<file path="src/rtl/ssd_pkg.sv">
// Shared seven-segment constants: bit positions and the hex digit glyph table.
package ssd_pkg;

    typedef logic [6:0] seg_t;

    localparam int SEG_A = 0;
    localparam int SEG_B = 1;
    localparam int SEG_C = 2;
    localparam int SEG_D = 3;
    localparam int SEG_E = 4;
    localparam int SEG_F = 5;
    localparam int SEG_G = 6;

    // Active-high glyphs, element 0 is digit "0" (listed MSB-first for the packed array).
    localparam logic [15:0][6:0] SEG_TABLE = {
        7'h71, 7'h79, 7'h5E, 7'h39, 7'h7C, 7'h77, 7'h6F, 7'h7F,
        7'h07, 7'h7D, 7'h6D, 7'h66, 7'h4F, 7'h5B, 7'h06, 7'h3F
    };

    function automatic seg_t seg_lookup(input logic [3:0] nib);
        return SEG_TABLE[nib];
    endfunction

endpackage

</file>
<file path="src/rtl/seg7_decode.sv">
// Combinational hex nibble to active-high seven-segment pattern.
module seg7_decode
    import ssd_pkg::*;
(
    input  logic [3:0] i_nibble,
    output logic [6:0] o_seg
);

    assign o_seg = seg_lookup(i_nibble);

endmodule

</file>
<file path="src/rtl/ssd_mux.sv">
// Time-multiplexed seven-segment driver with frame-synchronous data update,
// leading-zero blanking and an anode guard interval against ghosting.
module ssd_mux
    import ssd_pkg::*;
#(
    parameter int NUM_DIGITS = 4,
    parameter int DIV        = 100000,
    parameter int GUARD      = 1,
    parameter int ACTIVE_LOW = 1,
    parameter int BLANK_LZ   = 1
) (
    input  logic                    clk,
    input  logic                    rst_n,
    input  logic [4*NUM_DIGITS-1:0] value,
    input  logic [NUM_DIGITS-1:0]   dp_in,
    input  logic                    load,
    output logic [6:0]              seg,
    output logic                    dp,
    output logic [NUM_DIGITS-1:0]   an,
    output logic                    frame_start
);

    localparam int PW = (DIV > 1) ? $clog2(DIV) : 1;
    localparam int IW = (NUM_DIGITS > 1) ? $clog2(NUM_DIGITS) : 1;

    localparam logic [PW-1:0]         PRESC_LAST = PW'(DIV - 1);
    localparam logic [IW-1:0]         IDX_LAST   = IW'(NUM_DIGITS - 1);
    localparam logic                  POL        = (ACTIVE_LOW != 0);
    localparam logic [6:0]            SEG_OFF    = {7{POL}};
    localparam logic [NUM_DIGITS-1:0] AN_OFF     = {NUM_DIGITS{POL}};

    logic [PW-1:0]           r_presc;
    logic [IW-1:0]           r_idx;
    logic [4*NUM_DIGITS-1:0] r_pend_val;
    logic [NUM_DIGITS-1:0]   r_pend_dp;
    logic [4*NUM_DIGITS-1:0] r_disp_val;
    logic [NUM_DIGITS-1:0]   r_disp_dp;

    logic                    w_tick;
    logic                    w_frame;
    logic [PW-1:0]           w_presc_nxt;
    logic [IW-1:0]           w_idx_nxt;
    logic [4*NUM_DIGITS-1:0] w_pend_val_nxt;
    logic [NUM_DIGITS-1:0]   w_pend_dp_nxt;
    logic [4*NUM_DIGITS-1:0] w_disp_val_nxt;
    logic [NUM_DIGITS-1:0]   w_disp_dp_nxt;
    logic [NUM_DIGITS-1:0]   w_lz;
    logic                    w_zero_run;
    logic [3:0]              w_nib;
    logic                    w_dp_sel;
    logic                    w_blank;
    logic [6:0]              w_seg_ah;
    logic [6:0]              w_seg_on;
    logic [NUM_DIGITS-1:0]   w_an_ah;
    logic                    w_guard;

    assign w_tick      = (r_presc == PRESC_LAST);
    assign w_frame     = w_tick && (r_idx == IDX_LAST);
    assign w_presc_nxt = w_tick ? '0 : r_presc + 1'b1;
    assign w_idx_nxt   = !w_tick ? r_idx : ((r_idx == IDX_LAST) ? '0 : r_idx + 1'b1);

    // A load on the boundary cycle lands in pending and flows straight into display.
    assign w_pend_val_nxt = load ? value : r_pend_val;
    assign w_pend_dp_nxt  = load ? dp_in : r_pend_dp;
    assign w_disp_val_nxt = w_frame ? w_pend_val_nxt : r_disp_val;
    assign w_disp_dp_nxt  = w_frame ? w_pend_dp_nxt : r_disp_dp;

    always_comb begin
        w_lz       = '0;
        w_zero_run = 1'b1;
        for (int k = NUM_DIGITS - 1; k >= 0; k--) begin
            w_zero_run = w_zero_run && (w_disp_val_nxt[4*k +: 4] == 4'h0);
            w_lz[k]    = (BLANK_LZ != 0) && (k != 0) && w_zero_run;
        end
    end

    always_comb begin
        w_nib    = 4'h0;
        w_dp_sel = 1'b0;
        w_blank  = 1'b0;
        w_an_ah  = '0;
        for (int k = 0; k < NUM_DIGITS; k++) begin
            if (w_idx_nxt == IW'(k)) begin
                w_nib      = w_disp_val_nxt[4*k +: 4];
                w_dp_sel   = w_disp_dp_nxt[k];
                w_blank    = w_lz[k];
                w_an_ah[k] = 1'b1;
            end
        end
    end

    seg7_decode u_decode (
        .i_nibble (w_nib),
        .o_seg    (w_seg_ah)
    );

    assign w_seg_on = w_blank ? 7'h00 : w_seg_ah;
    assign w_guard  = (int'(w_presc_nxt) < GUARD);

    always_ff @(posedge clk or negedge rst_n) begin
        if (!rst_n) begin
            r_presc     <= '0;
            r_idx       <= '0;
            r_pend_val  <= '0;
            r_pend_dp   <= '0;
            r_disp_val  <= '0;
            r_disp_dp   <= '0;
            seg         <= SEG_OFF;
            dp          <= POL;
            an          <= AN_OFF;
            frame_start <= 1'b0;
        end else begin
            r_presc     <= w_presc_nxt;
            r_idx       <= w_idx_nxt;
            r_pend_val  <= w_pend_val_nxt;
            r_pend_dp   <= w_pend_dp_nxt;
            r_disp_val  <= w_disp_val_nxt;
            r_disp_dp   <= w_disp_dp_nxt;
            seg         <= w_seg_on ^ SEG_OFF;
            dp          <= w_dp_sel ^ POL;
            an          <= w_guard ? AN_OFF : (w_an_ah ^ AN_OFF);
            frame_start <= w_tick && (w_idx_nxt == '0);
        end
    end

endmodule

</file>
<file path="config.mk">
export PLATFORM = sky130hd
export DESIGN_NAME = ssd_mux
export DESIGN_NICKNAME = d
export VERILOG_FILES = /design/src/rtl/ssd_pkg.sv /design/src/rtl/seg7_decode.sv /design/src/rtl/ssd_mux.sv
export SDC_FILE = /design/constraint.sdc
export NUM_CORES = 1
export LEC_CHECK = 0
export ABC_AREA = 1
export CAP_MARGIN = 20
export CORE_ASPECT_RATIO = 1.4
export CORE_MARGIN = 2
export CORE_UTILIZATION = 42
export CTS_CLUSTER_DIAMETER = 50
export DETAILED_ROUTE_END_ITERATION = 10
export HOLD_SLACK_MARGIN = 0.05
export PLACE_DENSITY = 0.61
export SYNTH_ARGS = -nofsm -noshare
export SYNTH_HDL_FRONTEND = slang
export SYNTH_SLANG_ARGS = --single-unit
</file>
<file path="constraint.sdc">
create_clock -name clk -period 2.5 [get_ports clk]
set_input_delay 0.625 -clock clk [delete_from_list [all_inputs] [get_ports clk]]
set_output_delay 0.625 -clock clk [all_outputs]
set_load 0.05 [all_outputs]
</file>
==> flow_summary.ini <==
[grt]
antenna_found_initial = 0
grt_pass1_vias = 3452
grt_util_met2 = 0.356
gr-usage-met3 = 0.0323
grtUsageMet1 = 0.225
grt_max_degree = 73
grt-ovfl-total = 0
grt_busiest_layer = met2
grt_pass1_wl_mm = 15.8
grt_usage = 0.202

[setup_path]
worstPathArrival_ns = 2.71
reg2reg_setup_slack_ns = 0.07
crit_slowest_cell = dfrtp_1
path_max_fanout = 7
ff2ff_path_depth = 17
path_cells = ha_4, nand2_4, nor2_8, nand3_4, nor2_4, nand3_4, o21ai_2, nor2_1, nor2_1, nand3_2, inv_2, ha_4, inv_1, nand3_2, nand2_1, nand2_1, nand3_1
cp_slowest_stage_delay_ns = 0.39
end_kind = register
r2r-end = seg[3]
r2r_start = r_presc[1]
critPathLaunchType = register
crit_required_ns = 2.78
crit_type = register to register

[logic_synthesis]
synth.avg_cell_area_um2 = 7.96
ys.warnings.count = 0
ys_seq_area_frac = 0.465
synth_cells = 491
synth_cell_types = 35
mappedNetlistArea_um2 = 3910
syn_nets = 522
ys_ff_latch = 72

[timing]
finalSetupViolCount = 0
tightest_slew_ns = 0.497
setup_tns_ns = 0
layout_min_cycle_time_ns = 2.43
maxSlewHeadroom = 0.667
rsz0062_at_grt = yes
drv_slew = 0
finalClockSkew_ns = 0.00800
timing.fmax_ghz = 0.411
hold_viol_final = 0
setup_ws_ns = 0.0683
hold_ws_ns = 0.301
period_share = 0.973

[clocking]
cts.sinks = 72
root_buffer = clkbuf_16
htree_levels = 3
cts.clk_slew.worst_paths_ns = 0.06
cts_buffer_depth = 2
tritoncts = built
cts_made_buffers = 9
holdBufCountCts = 0
clk_latency_ns = 0.34

[floorplan]
start_util = 0.433
coreArea_um2 = 9030
die_h_um = 118
die_x_um = 85.5
die_area_um2 = 10100
io_pins = 36
rows = 41

[layout]
nFillCells = 862
final_area_um2 = 5310
areaGrowthSynthToFinish_pct = 35.8
multi_input_area_um2 = 1830
fin_util = 0.588
regArea_um2 = 1820
final_cell_count_no_fill = 709
drive_gt1_frac = 0.301
num-nets-final = 628
antenna_cells = 0

[hold_path]
hold_path_class = primary input to async pin

[placement]
placed_area_um2 = 4800
post-place-ws_ns = -0.404
place_congestion = 0.900
portBuffers = 35
place_inst = 686
hpwl_mm = 7.26

[power]
switching_share = 0.221
p_sw_mw = 0.596
power_frac_seq = 0.447
ir_drop_uv = 434
comb_power_share = 0.052
p_leak_nw = 2.82
power.total_mw = 2.69
p_int_mw = 2.10
p_clk_frac = 0.501
cellPowerDensity_nw_per_um2 = 508

[routing]
drtPass1Iterations = 4
wire_per_inst_um = 13.4
drt-total-wl_mm = 9.49
drc_errors = 0
drt_iter0_drc = 170
via_per_inst = 4.81
final_antenna_net_count = 0
vias = 3407

[job]
maxCapViolCount = 0

[outcome]
status = completed
registers in the layout (all words and copies together) (netlist names):
signal	cells
an	4
dp	1
frame_start	1
r_disp_dp	4
r_disp_val	16
r_idx	2
r_pend_dp	4
r_pend_val	16
r_presc	17
seg	7
cell usage after synthesis, drive strengths merged:
cell type	n	area (um2)
clkinv	2	10.0
inv	88	330
a21oi	5	25.0
dfstp	12	315
ha	8	100
buf	5	37.5
nor4	2	12.5
nor3	5	36.3
nand3b	1	7.51
nand4	14	103
xor2	6	52.6
nor2	74	363
nand2	132	536
o221ai	1	8.76
clkbuf	2	7.51
or2	10	62.6
mux2i	3	30.0
dfrtp	60	1500
o21ai	23	134
a31oi	3	18.8
nand3	35	215
placed cells by master, fill, tap and decap left out, types with 4 or more instances in the layout:
cell / instances
nand2_1: 117
inv_1: 70
buf_4: 64
dfrtp_1: 59
nor2_1: 57
clkdlybuf4s50_1: 33
nand3_1: 27
inv_2: 18
o21ai_0: 14
nand4_1: 13
nand2_2: 12
dfstp_2: 12
or2_2: 9
clkbuf_16: 9
nor2_2: 8
nor2_4: 7
xor2_1: 6
o21ai_2: 6
nand3_2: 5
nor3_1: 4
a21oi_1: 4
ha_4: 4
how the worst max path moves through the flow:
stage | start | endpoint | slack [ns] | cells past startpoint
after global placement | load | seg[0] | -0.38 | 16
after floorplan | load | seg[3] | 0.17 | 16
final | r_presc[1] | seg[3] | 0.07 | 17
after global routing | r_presc[0] | seg[4] | -0.13 | 17
after CTS | load | seg[0] | -0.005 | 16
after detailed placement | load | seg[3] | -0.40 | 16
power groups by stage:
stage               registers (mW)  logic [mW]  clock network, mW
floorplan                     1.22      0.0438                  0
global placement              1.22       0.139                  0
detailed placement            1.22       0.140                  0
CTS                           1.20       0.143               1.38
global route                  1.20       0.159               1.43
finish                        1.20       0.140               1.35
worst max-delay path, delay by kind of cell, from the launching register on:
kind	cells	cell delay, ns
simple gates	12	1.22
flops	1	0.39
fa+ha+maj	2	0.37
compound gates	1	0.19
buf+inv	2	0.19
cells by family (layout without fill, tap and decap cells):
group,after synthesis,count (layout),share of synthesized area
xor+xnor,6,6,0.0135
simple gates,273,273,0.342
flops,72,72,0.465
fa+ha+maj,8,8,0.0256
compound gates,32,32,0.0477
mux,3,3,0.00769
buf+inv,97,208,0.0987
routing by layer:
| layer | up-vias | share of wire |
|---|---|---|
| li1 | 1724 | - |
| met1 | 1626 | 0.40 |
| met2 | 38 | 0.54 |
| met3 | 19 | 0.020 |
| met4 | 0 | 0.033 |
| met5 | - | 0 |
area by class of cell:
type,count,share of cell area
Sequential cell,72,0.343
Multi-Input combinational cell,322,0.344
Tap cell,107,0.0252
Clock buffer,11,0.0476
Inverter,90,0.0644
Clock inverter,5,0.0118
Timing Repair Buffer,102,0.164
repair_timing:
action | in CTS | in global routing
resized for setup | 7 | 26
gates cloned | 0 | 0
setup endpoints to repair | 4 | 11
pin swaps | 1 | 12
buffers inserted | 0 | 7
Power figures use the tool's default switching activity.
